**src/rtl/pong2p_pixel_gen_if.sv**
```systemverilog
// rtl/pong2p_pixel_gen_if.sv - pixel position, player controls and display/score outputs of the pong pixel generator
interface pong2p_pixel_gen_if;
  logic        start;
  logic        l_up;
  logic        l_down;
  logic        r_up;
  logic        r_down;
  logic        video_on;
  logic [9:0]  x;
  logic [9:0]  y;
  logic [11:0] rgb;
  logic [3:0]  score_l;
  logic [3:0]  score_r;
  logic        game_over;
  logic        winner;

  modport master (
    output start, l_up, l_down, r_up, r_down, video_on, x, y,
    input  rgb, score_l, score_r, game_over, winner
  );

  modport slave (
    input  start, l_up, l_down, r_up, r_down, video_on, x, y,
    output rgb, score_l, score_r, game_over, winner
  );
endinterface

```
**src/rtl/pong2p_pixel_gen.sv**
```systemverilog
// rtl/pong2p_pixel_gen.sv - two-player pong game state and pixel colour generator (PONG_SPEEDUP_EN: ball speeds up on paddle hits)
module pong2p_pixel_gen #(
  parameter int H_ACTIVE     = 640,
  parameter int V_ACTIVE     = 480,
  parameter int PAD_HEIGHT   = 72,
  parameter int PAD_WIDTH    = 4,
  parameter int PAD_VELOCITY = 6,
  parameter int L_PAD_X      = 32,
  parameter int R_PAD_X      = 600,
  parameter int BALL_SIZE    = 8,
  parameter int BALL_SPEED   = 2,
  parameter int SCORE_MAX    = 9,
  parameter int SERVE_FRAMES = 60
) (
  input logic               clk,
  input logic               reset,
  pong2p_pixel_gen_if.slave bus
);

  localparam logic [2:0] IDLE      = 3'd0;
  localparam logic [2:0] SERVE     = 3'd1;
  localparam logic [2:0] PLAY      = 3'd2;
  localparam logic [2:0] POINT     = 3'd3;
  localparam logic [2:0] GAME_OVER = 3'd4;

  localparam int CNT_W = (SERVE_FRAMES > 2) ? $clog2(SERVE_FRAMES) : 1;

  localparam logic [9:0] BX0        = 10'(H_ACTIVE / 2 - BALL_SIZE / 2);
  localparam logic [9:0] BY0        = 10'(V_ACTIVE / 2 - BALL_SIZE / 2);
  localparam logic [9:0] PAD_Y0     = 10'((V_ACTIVE - PAD_HEIGHT) / 2);
  localparam logic [9:0] BALL_M1    = 10'(BALL_SIZE - 1);
  localparam logic [9:0] PAD_H_M1   = 10'(PAD_HEIGHT - 1);
  localparam logic [9:0] PAD_VEL    = 10'(PAD_VELOCITY);
  localparam logic [9:0] PAD_DN_LIM = 10'(V_ACTIVE - 1 - PAD_VELOCITY);
  localparam logic [9:0] LX_LO      = 10'(L_PAD_X);
  localparam logic [9:0] LX_HI      = 10'(L_PAD_X + PAD_WIDTH - 1);
  localparam logic [9:0] RX_LO      = 10'(R_PAD_X);
  localparam logic [9:0] RX_HI      = 10'(R_PAD_X + PAD_WIDTH - 1);
  localparam logic [9:0] X_MAX      = 10'(H_ACTIVE - 1);
  localparam logic [9:0] Y_MAX      = 10'(V_ACTIVE - 1);
  localparam logic [9:0] NET_LO     = 10'(H_ACTIVE / 2 - 1);
  localparam logic [9:0] NET_HI     = 10'(H_ACTIVE / 2);
  localparam logic [9:0] TICK_Y     = 10'(V_ACTIVE + 1);
  localparam logic [3:0] SPD_P      = 4'(BALL_SPEED);
  localparam logic [3:0] SPD_N      = 4'(-BALL_SPEED);
  localparam logic [3:0] SCORE_WIN  = 4'(SCORE_MAX);
  localparam logic [CNT_W-1:0] SERVE_LAST = CNT_W'(SERVE_FRAMES - 1);

  logic [2:0]       state;
  logic [9:0]       l_top, r_top, bx, by;
  logic [3:0]       dx, dy;
  logic [CNT_W-1:0] serve_cnt;
  logic [3:0]       score_l_q, score_r_q;
  logic             game_over_q, winner_q;
  logic             lost_left;

  logic       tick;
  logic       dx_neg, dx_pos, dy_neg, dy_pos;
  logic [3:0] dx_mag, dy_mag, hit_mag, dx_play, dy_play;
  logic [9:0] dx_mag10, dy_mag10, bx_r, by_b;
  logic       l_ovl, r_ovl, hit_l, hit_r, miss_l, miss_r, refl_t, refl_b;
  logic       on_lpad, on_rpad, on_ball, on_net;
  logic [11:0] rgb_c;

  assign tick     = (bus.y == TICK_Y) && (bus.x == 10'd0);
  assign dx_neg   = dx[3];
  assign dx_pos   = ~dx[3] && (dx != 4'd0);
  assign dy_neg   = dy[3];
  assign dy_pos   = ~dy[3] && (dy != 4'd0);
  assign dx_mag   = dx_neg ? (4'd0 - dx) : dx;
  assign dy_mag   = dy_neg ? (4'd0 - dy) : dy;
  assign dx_mag10 = {6'd0, dx_mag};
  assign dy_mag10 = {6'd0, dy_mag};
  assign bx_r     = bx + BALL_M1;
  assign by_b     = by + BALL_M1;

  // Edge tests all use the position before this frame's move, so the ball turns one step early.
  assign l_ovl  = (by <= l_top + PAD_H_M1) && (by_b >= l_top);
  assign r_ovl  = (by <= r_top + PAD_H_M1) && (by_b >= r_top);
  assign hit_l  = dx_neg && (bx >= LX_LO) && (bx <= LX_HI + dx_mag10) && l_ovl;
  assign hit_r  = dx_pos && (bx_r >= RX_LO - dx_mag10) && (bx_r <= RX_HI) && r_ovl;
  assign miss_l = dx_neg && (bx <= dx_mag10);
  assign miss_r = dx_pos && (bx_r >= X_MAX - dx_mag10);
  assign refl_t = dy_neg && (by <= dy_mag10);
  assign refl_b = dy_pos && (by_b >= Y_MAX - dy_mag10);

`ifdef PONG_SPEEDUP_EN
  assign hit_mag = (dx_mag >= 4'd7) ? 4'd7 : (dx_mag + 4'd1);
`else
  assign hit_mag = dx_mag;
`endif

  assign dx_play = hit_l ? hit_mag : (hit_r ? (4'd0 - hit_mag) : dx);
  assign dy_play = refl_t ? dy_mag : (refl_b ? (4'd0 - dy_mag) : dy);

  function automatic logic [9:0] pad_next(input logic [9:0] top, input logic up, input logic down);
    logic [9:0] nxt;
    nxt = top;
    if (up) begin
      if (top > PAD_VEL) nxt = top - PAD_VEL;
    end else if (down) begin
      if (top + PAD_H_M1 < PAD_DN_LIM) nxt = top + PAD_VEL;
    end
    return nxt;
  endfunction

  // Game state: paddles, ball, scores and the serve/play/point/game-over sequence, advanced once per frame.
  always_ff @(posedge clk) begin
    if (reset) begin
      state       <= IDLE;
      l_top       <= PAD_Y0;
      r_top       <= PAD_Y0;
      bx          <= BX0;
      by          <= BY0;
      dx          <= SPD_P;
      dy          <= SPD_P;
      serve_cnt   <= '0;
      score_l_q   <= 4'd0;
      score_r_q   <= 4'd0;
      game_over_q <= 1'b0;
      winner_q    <= 1'b0;
      lost_left   <= 1'b0;
    end else if (tick) begin
      if (state == SERVE || state == PLAY) begin
        l_top <= pad_next(l_top, bus.l_up, bus.l_down);
        r_top <= pad_next(r_top, bus.r_up, bus.r_down);
      end
      case (state)
        IDLE: begin
          if (bus.start) begin
            serve_cnt <= '0;
            state     <= SERVE;
          end
        end
        SERVE: begin
          if (serve_cnt == SERVE_LAST) begin
            serve_cnt <= '0;
            state     <= PLAY;
          end else begin
            serve_cnt <= serve_cnt + 1'b1;
          end
        end
        PLAY: begin
          dy <= dy_play;
          if (hit_l || hit_r) begin
            dx <= dx_play;
            bx <= bx + {{6{dx_play[3]}}, dx_play};
            by <= by + {{6{dy_play[3]}}, dy_play};
          end else if (miss_l) begin
            score_r_q <= score_r_q + 4'd1;
            lost_left <= 1'b1;
            state     <= POINT;
          end else if (miss_r) begin
            score_l_q <= score_l_q + 4'd1;
            lost_left <= 1'b0;
            state     <= POINT;
          end else begin
            bx <= bx + {{6{dx_play[3]}}, dx_play};
            by <= by + {{6{dy_play[3]}}, dy_play};
          end
        end
        POINT: begin
          if (score_l_q == SCORE_WIN) begin
            game_over_q <= 1'b1;
            winner_q    <= 1'b0;
            state       <= GAME_OVER;
          end else if (score_r_q == SCORE_WIN) begin
            game_over_q <= 1'b1;
            winner_q    <= 1'b1;
            state       <= GAME_OVER;
          end else begin
            bx        <= BX0;
            by        <= BY0;
            dx        <= lost_left ? SPD_N : SPD_P;
            dy        <= SPD_P;
            serve_cnt <= '0;
            state     <= SERVE;
          end
        end
        GAME_OVER: begin
          if (bus.start) begin
            score_l_q   <= 4'd0;
            score_r_q   <= 4'd0;
            game_over_q <= 1'b0;
            bx          <= BX0;
            by          <= BY0;
            dx          <= SPD_P;
            dy          <= SPD_P;
            serve_cnt   <= '0;
            state       <= SERVE;
          end
        end
        default: state <= IDLE;
      endcase
    end
  end

  assign on_lpad = (bus.x >= LX_LO) && (bus.x <= LX_HI) && (bus.y >= l_top) && (bus.y <= l_top + PAD_H_M1);
  assign on_rpad = (bus.x >= RX_LO) && (bus.x <= RX_HI) && (bus.y >= r_top) && (bus.y <= r_top + PAD_H_M1);
  assign on_ball = (state != GAME_OVER) && (bus.x >= bx) && (bus.x <= bx_r) && (bus.y >= by) && (bus.y <= by_b);
  assign on_net  = (bus.x >= NET_LO) && (bus.x <= NET_HI) && !bus.y[4];

  // Pixel colour by layer priority, combinational so it lines up with the incoming x/y.
  always_comb begin
    rgb_c = 12'h111;
    if (!bus.video_on)  rgb_c = 12'h000;
    else if (on_lpad)   rgb_c = 12'h0F0;
    else if (on_rpad)   rgb_c = 12'h00F;
    else if (on_ball)   rgb_c = 12'hF00;
    else if (on_net)    rgb_c = 12'h888;
  end

  assign bus.rgb       = rgb_c;
  assign bus.score_l   = score_l_q;
  assign bus.score_r   = score_r_q;
  assign bus.game_over = game_over_q;
  assign bus.winner    = winner_q;

endmodule
```
**src/flat_wrapper.sv**
```systemverilog
// flat-port wrapper written by rule: the top's interface ports become plain ports
module pong2p_pixel_gen_flat 
#(
  parameter int H_ACTIVE     = 640,
  parameter int V_ACTIVE     = 480,
  parameter int PAD_HEIGHT   = 72,
  parameter int PAD_WIDTH    = 4,
  parameter int PAD_VELOCITY = 6,
  parameter int L_PAD_X      = 32,
  parameter int R_PAD_X      = 600,
  parameter int BALL_SIZE    = 8,
  parameter int BALL_SPEED   = 2,
  parameter int SCORE_MAX    = 9,
  parameter int SERVE_FRAMES = 60
)
  (clk, reset, bus_start, bus_l_up, bus_l_down, bus_r_up, bus_r_down, bus_video_on, bus_x, bus_y, bus_rgb, bus_score_l, bus_score_r, bus_game_over, bus_winner);
  pong2p_pixel_gen_if bus_i ();
  input logic clk;
  input logic reset;
  input wire logic [$bits(bus_i.start)-1:0] bus_start;
  input wire logic [$bits(bus_i.l_up)-1:0] bus_l_up;
  input wire logic [$bits(bus_i.l_down)-1:0] bus_l_down;
  input wire logic [$bits(bus_i.r_up)-1:0] bus_r_up;
  input wire logic [$bits(bus_i.r_down)-1:0] bus_r_down;
  input wire logic [$bits(bus_i.video_on)-1:0] bus_video_on;
  input wire logic [$bits(bus_i.x)-1:0] bus_x;
  input wire logic [$bits(bus_i.y)-1:0] bus_y;
  output wire logic [$bits(bus_i.rgb)-1:0] bus_rgb;
  output wire logic [$bits(bus_i.score_l)-1:0] bus_score_l;
  output wire logic [$bits(bus_i.score_r)-1:0] bus_score_r;
  output wire logic [$bits(bus_i.game_over)-1:0] bus_game_over;
  output wire logic [$bits(bus_i.winner)-1:0] bus_winner;
  assign bus_i.start = bus_start;
  assign bus_i.l_up = bus_l_up;
  assign bus_i.l_down = bus_l_down;
  assign bus_i.r_up = bus_r_up;
  assign bus_i.r_down = bus_r_down;
  assign bus_i.video_on = bus_video_on;
  assign bus_i.x = bus_x;
  assign bus_i.y = bus_y;
  assign bus_rgb = bus_i.rgb;
  assign bus_score_l = bus_i.score_l;
  assign bus_score_r = bus_i.score_r;
  assign bus_game_over = bus_i.game_over;
  assign bus_winner = bus_i.winner;
  pong2p_pixel_gen #(.H_ACTIVE(H_ACTIVE), .V_ACTIVE(V_ACTIVE), .PAD_HEIGHT(PAD_HEIGHT), .PAD_WIDTH(PAD_WIDTH), .PAD_VELOCITY(PAD_VELOCITY), .L_PAD_X(L_PAD_X), .R_PAD_X(R_PAD_X), .BALL_SIZE(BALL_SIZE), .BALL_SPEED(BALL_SPEED), .SCORE_MAX(SCORE_MAX), .SERVE_FRAMES(SERVE_FRAMES)) u_core (.clk(clk), .reset(reset), .bus(bus_i));
endmodule
```
**config.mk**
```make
export PLATFORM = sky130hd
export DESIGN_NAME = pong2p_pixel_gen_flat
export DESIGN_NICKNAME = d
export VERILOG_FILES = /design/src/rtl/pong2p_pixel_gen_if.sv /design/src/rtl/pong2p_pixel_gen.sv /design/src/flat_wrapper.sv
export SDC_FILE = /design/constraint.sdc
export NUM_CORES = 1
export LEC_CHECK = 0
export ABC_AREA = 1
export ABC_CLOCK_PERIOD_IN_PS = 6700
export CAP_MARGIN = 40
export CORE_MARGIN = 2
export CORE_UTILIZATION = 28
export DETAILED_ROUTE_END_ITERATION = 6
export DONT_BUFFER_PORTS = 1
export SETUP_SLACK_MARGIN = 0.1
export SLEW_MARGIN = 20
export SYNTH_ARGS = -nofsm -noshare
export SYNTH_HDL_FRONTEND = slang
export SYNTH_SLANG_ARGS = --single-unit
```
**constraint.sdc**
```tcl
create_clock -name clk -period 6.7 [get_ports clk]
set_clock_uncertainty 0.15 [all_clocks]
set_input_delay 1.34 -clock clk [delete_from_list [all_inputs] [get_ports clk]]
set_output_delay 1.34 -clock clk [all_outputs]
set_load 0.005 [all_outputs]
```
==> results.sh, run 1 <==
export IMPL_placed_cell_area_um2=8280
export IMPL_firstDrtPassIters=5
export IMPL_grt_pass1_vias=7109
export IMPL_syn_to_final_growth_pct=8.78
export IMPL_antenna_found_initial=0
export IMPL_cts_htree_levels=3
export IMPL_ys_flop_type="dfxtp_1"
export IMPL_clkSlewWorstSetupHoldPaths_ns=0.06
export IMPL_dieArea_um2=29600
export IMPL_slew_violations=0
export IMPL_worstPathArrival_ns=4.09
export IMPL_hold_class="reg -> reg"
export IMPL_setup_tns_ns=0
export IMPL_n_fill_cell=3073
export IMPL_route_detailed_wl_per_inst_um=15.1
export IMPL_synth_edf_count=0
export IMPL_post_route_min_period_ns=5.58
export IMPL_drc=0
export IMPL_setup_viol=0
export IMPL_start_kind="register"
export IMPL_synth_cells=1173
export IMPL_yosysWarnings=0
export IMPL_drive_gt1_share_pct=2.99
export IMPL_grt_use_total_pct=16.1
export IMPL_start_util_pct=28.4
export IMPL_max_slew_margin_pct=58.0
export IMPL_first_iter_violations=608
export IMPL_async_flop_share_pct=0
export IMPL_crit_fanout=8
export IMPL_peakVddDrop_v=0.000104
export IMPL_coreArea_um2=27800
export IMPL_vias_per_cell=4.96
export IMPL_drv_cap=0
export IMPL_grt_pass1_wl_um=37200
export IMPL_root_buffer="clkbuf_16"
export IMPL_ctsResizeCount=0
export IMPL_die_w_um=172
export IMPL_synth_area_um2=7900
export IMPL_dp_cells=1533
export IMPL_post_route_util_pct=30.9
export IMPL_cts_tree="built"
export IMPL_power_density_nw_per_um2=109
export IMPL_hold_violations=0
export IMPL_cts_buffers=9
export IMPL_diodes=0
export IMPL_criticalPathCategory="reg -> out"
export IMPL_gr_total_overflow=0
export IMPL_cp_required_ns=5.21
export IMPL_ctsHoldBuffers=0
export IMPL_vias=7695
export IMPL_rsz0062_at_grt="no"
export IMPL_cts_buffer_depth=2
export IMPL_syn_num_nets=1361
export IMPL_rows=61
export IMPL_routabilityCongestion=0.887
export IMPL_finalInstanceArea_um2=8590
export IMPL_cts_sinks=63
export IMPL_syn_area_per_cell_um2=6.73
export IMPL_fin_crit_sh_pct=83.3
export IMPL_nets=1355
export IMPL_die_h_um=172
export IMPL_clk_latency_ns=0.34
export IMPL_max_freq_mhz=179
export IMPL_wirelength_um=23400
export IMPL_io_buffers=0
export IMPL_post_cts_setup_buffer_count=0
export IMPL_p_leak_nw=4.05
export IMPL_ant_nets=0
export IMPL_outcome="finished clean"
export IMPL_synth_cell_types=51
export IMPL_ys_seq_area_share_pct=16.0
export IMPL_dp_hpwl_um=18800
export IMPL_power_mw=0.936
export IMPL_stdcell_count=1550
export IMPL_tightest_slew_ns=0.628
export IMPL_grt_max_degree=34
export IMPL_ys_ff_latch=63
export IMPL_endpoint_kind="primary output"
export IMPL_io_pins=50
registers in the layout, summed over array words and instances, names as in the netlist:
register and cells:
u_core.bx 9, u_core.r_top 9, u_core.bus.winner 1, u_core.bus.score_r 4
u_core.dx 3, u_core.serve_cnt 6, u_core.state 3, u_core.lost_left 1
u_core.bus.game_over 1, u_core.l_top 9, u_core.by 10, u_core.dy 3
u_core.bus.score_l 4
power by group:
part	internal (mW)	switching, mW	total [mW]
Combinational	0.0255	0.0392	0.0648
Clock	0.293	0.204	0.497
Sequential	0.374	0.0000000236	0.374
Total	0.693	0.243	0.936
final timing paths:
path	startpoint	endpoint	slack, ns	cells after the start
setup / recovery	u_core.l_top[1]	bus_rgb[4]	1.12	18
hold / removal	u_core.serve_cnt[5]	u_core.serve_cnt[5]	0.33	2
setup reg to reg	u_core.l_top[1]	u_core.bx[9]	1.43	26
hold reg to reg	u_core.serve_cnt[5]	u_core.serve_cnt[5]	0.33	2
metrics by stage:
stage | worst slack [ns] | hold slack, ns
final | 1.12 | 0.328
after global routing | 0.789 | 0.370
after CTS | 1.07 | 0.328
after detailed placement | 1.26 | 0.318
after global placement | 1.26 | 0.310
after floorplan | 1.99 | 0.289
layer usage:
| layer | part of all wire (%) | global-route usage (%) | up-vias |
|---|---|---|---|
| li1 | - | - | 4005 |
| met1 | 47 | 20.9 | 3502 |
| met2 | 47 | 27.3 | 156 |
| met3 | 4.8 | 2.59 | 32 |
| met4 | 2.0 | 4.75 | 0 |
| met5 | 0 | 0 | - |
area by class of cell:
class	instances	area, um^2	share of cell area, %
flip-flops and latches	63	1260	14.7
multi-input cells	923	5910	68.8
clock inverters	7	80.1	0.932
well taps	378	473	5.51
inverters	168	631	7.34
repair buffers	2	11.3	0.131
clock buffers	9	225	2.62
worst max-delay path, stage by stage, from the launching register on:
cell and delay [ns]:
dfxtp_1 0.53, inv_1 0.15, ha_1 0.24, or2_4 0.26, or2_4 0.25, a21oi_2 0.17
xor2_2 0.22, ha_1 0.28, nand2_1 0.07, inv_1 0.04, nand3_1 0.08, nor3_1 0.07
nand2_1 0.05, nand3_1 0.06, o21ai_0 0.50, nand4_1 0.29, nor2_1 0.29, inv_1 0.09
o21ai_0 0.11
cells in the mapped netlist (3+ instances only):
master	n	share of area [%]
clkbuf_1	10	0.48
o21a_1	5	0.48
nand3b_1	6	0.57
nand2_1	210	10
o22ai_1	3	0.24
o21bai_1	4	0.38
buf_4	3	0.29
dfxtp_1	63	16
nand4_1	22	1.7
fa_1	3	0.76
o21ai_0	78	4.9
nor4_1	10	0.79
or2_2	5	0.40
nor3b_1	3	0.29
nor3_1	27	1.7
nand3_1	69	4.4
o2111ai_1	4	0.44
buf_2	5	0.32
xor2_1	31	3.4
a211oi_1	8	0.76
ha_1	157	25
inv_1	165	7.8
a21oi_1	103	6.5
o21ai_1	6	0.38
a31oi_1	3	0.24
nor2_1	108	5.1
o211ai_1	20	1.9
o221ai_1	6	0.67
xnor2_1	6	0.67
cells by family after synthesis:
| family | share of synthesized area [%] |
|---|---|
| buf+inv | 9.21 |
| compound gates | 19.1 |
| xor+xnor | 4.52 |
| flops | 16.0 |
| fa+ha+maj | 25.6 |
| simple gates | 25.6 |
placed cells by master (no fill, tap or decap), drive strengths merged, types with 2 or more instances in the layout:
master,synthesis,layout
nor3b,3,3
nand4,22,22
o2111ai,4,4
nor4,10,10
xnor2,6,6
a21o,2,2
o22ai,3,3
ha,157,157
clkinv,1,3
nand2,211,211
nor3,27,27
xor2,33,33
o21a,5,5
nand3b,6,6
a31oi,3,3
o21bai,4,4
fa,3,3
clkbuf,10,10
nor2,108,108
o211ai,20,20
nand3,70,70
or2,7,7
a21oi,105,105
dfxtp,63,63
o21ai,85,85
a21boi,3,3
a2111oi,2,2
a221oi,2,2
inv,167,170
o221ai,6,6
a211oi,8,8
Power figures use the tool's default switching activity.
==> run 2: changes to the inputs <==
Settings changed: ABC_AREA 1 to 0, ABC_CLOCK_PERIOD_IN_PS 6700 to 4950.
Clock period 6.7 ns to 4.95 ns, I/O delays scaled along.
==> run 2 against run 1 <==
Effect of this change: the run now ends with setup timing left; core utilization is 3.1 points higher; setup slack worse by 1.3 ns; hold slack better by 0.0063 ns; sequential share of layout area is 1.2 points lower; critical path depth is 7 higher; wire length is 1.2% higher; sequential power is 35% higher; flip-flop and latch count stayed put; global-route usage is 0.31 points higher; die area is 0.78% lower; count of clock-buffer cells in the layout stayed put; first-iteration DRC count is 15% lower; critical path type is now reg -> reg; largest cell class unchanged.
==> results.sh, run 2 <==
export IMPL_r2r_end="u_core.bx[9]"
export IMPL_post_route_min_period_ns=5.16
export IMPL_first_iter_violations=518
export IMPL_wirelength_um=23700
export IMPL_cts_buffers=9
export IMPL_largest_reg_flops=10
export IMPL_nets=1256
export IMPL_layout_commonest_cell="ha_1"
export IMPL_grt_pass1_vias=7237
export IMPL_vias_per_cell=5.21
export IMPL_fin_crit_sh_pct=104
export IMPL_rows=61
export IMPL_grt_max_degree=37
export IMPL_clkSlewWorstSetupHoldPaths_ns=0.06
export IMPL_cts_htree_levels=3
export IMPL_synth_cell_types=79
export IMPL_worstPathArrival_ns=5.30
export IMPL_ctsHoldBuffers=0
export IMPL_synth_top_family_by_area="adder cells"
export IMPL_synth_simple_gate_area_share_pct=19.6
export IMPL_dieArea_um2=29300
export IMPL_vias=7566
export IMPL_criticalPathCategory="reg -> reg"
export IMPL_yosysWarnings=0
export IMPL_grt_use_total_pct=16.4
export IMPL_synth_cells=1004
export IMPL_endpoint_kind="register"
export IMPL_ys_ff_latch=63
export IMPL_crit_fanout=4
export IMPL_synth_common_cells="ha_1 (157), inv_1 (89), nand2_1 (84)"
export IMPL_reg2reg_slack_ns=-0.21
export IMPL_start_kind="register"
export IMPL_hold_class="reg -> reg"
export IMPL_cts_sinks=63
export IMPL_synth_most_common_cell="ha_1"
export IMPL_slew_violations=0
export IMPL_failed_checks="setup timing"
export IMPL_cts_tree="built"
export IMPL_diodes=0
export IMPL_root_buffer="clkbuf_16"
export IMPL_synthAdderAreaFrac_pct=26.0
export IMPL_setup_viol=4
export IMPL_rsz0062_at_grt="yes"
export IMPL_synth_xor_area_share_pct=7.70
export IMPL_power_density_nw_per_um2=141
export IMPL_coreArea_um2=27600
export IMPL_antenna_found_initial=0
export IMPL_regMostFlops="u_core.by"
export IMPL_route_detailed_wl_per_inst_um=16.4
export IMPL_outcome="complete, but fails checks"
export IMPL_synth_top_area_share_pct=25.1
export IMPL_synth_edf_count=0
export IMPL_die_h_um=171
export IMPL_multi_input_area_um2=6330
export IMPL_clk_latency_ns=0.35
export IMPL_io_buffers=0
export IMPL_ant_nets=0
export IMPL_power_mw=1.33
export IMPL_io_pins=50
export IMPL_muxShareOfSynthArea_pct=0.783
export IMPL_gr_total_overflow=0
export IMPL_peakVddDrop_v=0.000173
export IMPL_critPathSlowestCell="a2111oi_4"
export IMPL_synth_top_area_cell="ha_1"
export IMPL_drc=0
export IMPL_drv_cap=0
export IMPL_dp_hpwl_um=18400
export IMPL_reg2reg_from="u_core.r_top[1]"
export IMPL_firstDrtPassIters=5
export IMPL_grt_pass1_wl_um=38100
export IMPL_die_w_um=171
export IMPL_ys_flop_type="dfxtp_1"
export IMPL_max_stage_delay_ns=0.51
export IMPL_tightest_slew_ns=0.602
export IMPL_ys_seq_area_share_pct=16.1
export IMPL_cts_buffer_depth=2
export IMPL_synth_compound_area_share_pct=23.3
export IMPL_max_slew_margin_pct=59.7
export IMPL_routabilityCongestion=0.869
export IMPL_layout_common_cells="ha_1 (156), inv_1 (87), buf_4 (86)"
export IMPL_post_route_util_pct=34.0
export IMPL_crit_start="u_core.r_top[1]"
export IMPL_syn_area_per_cell_um2=7.80
export IMPL_synth_area_leaders="ha_1 (25%), dfxtp_1 (16%), xnor2_1 (5.3%)"
export IMPL_drive_gt1_share_pct=16.1
export IMPL_syn_to_final_growth_pct=20.1
export IMPL_r2r_cells=25
export IMPL_n_fill_cell=2955
export IMPL_endpoint="u_core.bx[9]"
export IMPL_synth_area_um2=7830
export IMPL_hold_violations=0
export IMPL_p_leak_nw=4.11
export IMPL_seq_area_um2=1270
export IMPL_start_util_pct=28.3
export IMPL_cp_common_cell="a21oi_2"
export IMPL_async_flop_share_pct=0
export IMPL_max_freq_mhz=194
export IMPL_syn_num_nets=1192
export IMPL_cp_required_ns=5.09
export IMPL_fin_ws_ns=-0.205
[run 2: worst min-delay path by stage]
stage | cells past startpoint | endpoint | slack (ns) | startpoint
after floorplan | 2 | u_core.bus.game_over | 0.29 | u_core.bus.game_over
after detailed placement | 2 | u_core.serve_cnt[5] | 0.34 | u_core.serve_cnt[5]
after global routing | 2 | u_core.bus.game_over | 0.37 | u_core.bus.game_over
after CTS | 2 | u_core.serve_cnt[1] | 0.35 | u_core.serve_cnt[1]
after global placement | 2 | u_core.serve_cnt[5] | 0.32 | u_core.serve_cnt[5]
final | 2 | u_core.bus.game_over | 0.33 | u_core.bus.game_over
[run 2: cell families (layout without fill, tap and decap cells)]
logic type	count (synthesis)	in the layout
flops	63	63
xor+xnor	68	68
fa+ha+maj	161	161
simple gates	309	309
buf+inv	125	194
mux	6	6
compound gates	272	272
[run 2: layout make-up]
type	count	share of cell area, %
Clock inverter	7	1.10
Clock buffer	9	2.39
Timing Repair Buffer	87	7.03
Sequential cell	63	13.5
Tap cell	378	5.03
Inverter	91	3.66
Multi-Input combinational cell	816	67.3
[run 2: power breakdown]
| part | internal (mW) | switching, mW |
|---|---|---|
| Clock | 0.448 | 0.285 |
| Combinational | 0.0419 | 0.0492 |
| Sequential | 0.506 | 0.0000000514 |
[run 2: metrics by stage]
stage | std cells | setup WS, ns | instance area (um^2) | setup TNS, ns | hold WS [ns]
after floorplan | 1004 | -0.120 | 7900 | -0.354 | 0.292
after global placement | 1421 | -0.121 | 8750 | -0.394 | 0.321
after global routing | 1451 | -0.493 | 9400 | -2.26 | 0.369
final | 1451 | -0.205 | 9400 | -0.746 | 0.334
after CTS | 1443 | -0.190 | 9170 | -0.517 | 0.346
after detailed placement | 1422 | -0.253 | 8770 | -0.789 | 0.335
[run 2: critical path, delay by kind of cell (launching register included)]
family                   cells  cell delay (ns)
XOR/XNOR                     1             0.15
AO/OA/AOI/OAI               11             1.98
buffers and inverters        1             0.04
multiplexers                 2             0.43
adder cells (fa/ha/maj)      3             0.83
flip-flops                   1             0.35
AND/OR/NAND/NOR              7             1.14
[run 2: routing by layer]
layer / track usage (%) / vias up / part of all wire (%)
met2: 27.1 / 148 / 46
met4: 4.90 / 0 / 2.4
met3: 2.83 / 35 / 4.7
met1: 21.7 / 3611 / 47
met5: 0 / - / 0
li1: - / 3772 / -
[run 2: timing repair]
action,4_1_cts,5_1_grt
pin swaps,11,19
endpoints found under the setup margin,21,24
gates resized for setup,9,38
setup buffers,5,8
==> run 3: changes to the inputs <==
Settings changed: CTS_BUF_LIST set to sky130_fd_sc_hd__clkbuf_4.
==> run 3 against run 2 <==
Effect of this change: first-iteration DRC count grew 11%; register-to-register slack is essentially flat; the flow still finishes with violations (setup timing); via count is 0.54% lower; die area unchanged; flip-flop and latch count is the same; final cell count increased by 0.34%; core utilization decreased by 0.18 points; critical path depth unchanged; design area down 0.52%.
==> results.sh, run 3 (same netlist as run 2, synthesis figures left out) <==
export IMPL_setup_viol=4
export IMPL_stdcell_count=1456
export IMPL_grt_max_degree=37
export IMPL_fin_ws_ns=-0.201
export IMPL_cts_htree_levels=3
export IMPL_clk_latency_ns=0.48
export IMPL_coreArea_um2=27600
export IMPL_dieArea_um2=29300
export IMPL_layout_common_cells="ha_1 (153), buf_4 (90), inv_1 (85)"
export IMPL_route_detailed_wl_per_inst_um=16.3
export IMPL_cts_sinks=63
export IMPL_fin_crit_sh_pct=104
export IMPL_antenna_found_initial=1
export IMPL_dp_hpwl_um=18400
export IMPL_regMostFlops="u_core.by"
export IMPL_wirelength_um=23700
export IMPL_io_pins=50
export IMPL_hold_violations=0
export IMPL_grt_use_total_pct=16.3
export IMPL_syn_to_final_growth_pct=19.4
export IMPL_largest_reg_flops=10
export IMPL_routabilityCongestion=0.869
export IMPL_first_iter_violations=576
export IMPL_cts_buffer_depth=2
export IMPL_peakVddDrop_v=0.000122
export IMPL_criticalPathCategory="reg -> reg"
export IMPL_p_leak_nw=4.07
export IMPL_vias=7525
export IMPL_start_util_pct=28.3
export IMPL_firstDrtPassIters=5
export IMPL_max_freq_mhz=194
export IMPL_endpoint_kind="register"
export IMPL_tightest_slew_ns=0.598
export IMPL_layout_commonest_cell="ha_1"
export IMPL_worstPathArrival_ns=5.44
export IMPL_dp_slack_ns=-0.253
export IMPL_max_slew_margin_pct=60.2
export IMPL_hold_class="reg -> reg"
export IMPL_failed_checks="setup timing"
export IMPL_cts_buffers=9
export IMPL_nets=1260
export IMPL_dp_cells=1422
export IMPL_root_buffer="clkbuf_4"
export IMPL_drv_cap=0
export IMPL_vias_per_cell=5.17
export IMPL_grt_pass1_vias=7178
export IMPL_cts_tree="built"
export IMPL_power_density_nw_per_um2=114
export IMPL_gr_total_overflow=0
export IMPL_drc=0
export IMPL_power_mw=1.07
export IMPL_cp_required_ns=5.24
export IMPL_slew_violations=0
export IMPL_grt_pass1_wl_um=37900
export IMPL_die_w_um=171
export IMPL_drive_gt1_share_pct=17.5
export IMPL_ant_nets=0
export IMPL_post_route_min_period_ns=5.15
export IMPL_rsz0062_at_grt="yes"
export IMPL_placed_cell_area_um2=8770
export IMPL_finalInstanceArea_um2=9360
export IMPL_crit_fanout=4
export IMPL_start_kind="register"
export IMPL_clkSlewWorstSetupHoldPaths_ns=0.14
export IMPL_holdWs_ns=0.343
export IMPL_ctsHoldBuffers=0
export IMPL_rows=61
export IMPL_io_buffers=0
export IMPL_die_h_um=171
export IMPL_outcome="complete, but fails checks"
## run 3: changes by cell type in the layout (fill, tap and decap cells not counted), sizes merged
cell and change:
diode +1, buf +4
## run 3: timing repair
action | CTS | global route
buffers inserted | 7 | 10
pin swaps | 14 | 28
endpoints found under the setup margin | 21 | 24
gates resized for setup | 14 | 51
## run 3: worst paths after layout
check | depth (start not counted) | endpoint | slack, ns | startpoint
hold / removal | 2 | u_core.bus.game_over | 0.34 | u_core.bus.game_over
setup / recovery | 25 | u_core.bx[9] | -0.20 | u_core.r_top[1]
hold reg to reg | 2 | u_core.bus.game_over | 0.34 | u_core.bus.game_over
setup reg to reg | 25 | u_core.bx[9] | -0.20 | u_core.r_top[1]
## run 3: metrics by stage
step / TNS [ns] / util, %
after floorplan: -0.354 / -
after global placement: -0.394 / 31.7
after detailed placement: -0.789 / 31.7
after CTS: -0.538 / 32.8
after global routing: -2.77 / 33.9
final: -0.650 / 33.9
## run 3: layout make-up
| class | instances | area, um^2 |
|---|---|---|
| fillers | 2966 | 18300 |
| multi-input cells | 816 | 6400 |
| flip-flops and latches | 63 | 1270 |
| repair buffers | 91 | 691 |
| well taps | 378 | 473 |
| inverters | 91 | 344 |
| clock inverters | 7 | 104 |
| clock buffers | 9 | 67.6 |
| diodes | 1 | 2.50 |
## run 3: report_power, final
| part | switching (mW) | internal, mW |
|---|---|---|
| sequential | 0.0000000495 | 0.506 |
| combinational | 0.0506 | 0.0430 |
| clock | 0.259 | 0.210 |
| total | 0.309 | 0.760 |
## run 3: metal layers
layer	vias to the layer above	wire length, um	GRT usage (%)
met2	153	10900	27.0
met3	32	1200	3.06
met1	3562	11000	21.6
met5	-	0	0
met4	0	558	4.86
li1	3778	-	-
## run 3: worst max-delay path: stages (launching register included)
cell and delay [ns]:
dfxtp_4 0.38, inv_4 0.04, ha_4 0.14, and4b_2 0.31, nor2_2 0.05, or3_4 0.38
xnor2_2 0.15, ha_1 0.31, a31o_2 0.22, a221oi_2 0.25, o21ai_1 0.11, a21oi_1 0.15
o21bai_1 0.12, a2111oi_4 0.50, mux2i_2 0.32, a21oi_2 0.11, fa_2 0.38, a21oi_2 0.12
nor2_1 0.04, nor2_1 0.11, o21bai_1 0.09, a21oi_2 0.19, o21ai_2 0.11, nor4_2 0.14
mux2i_1 0.11, nand4_1 0.11
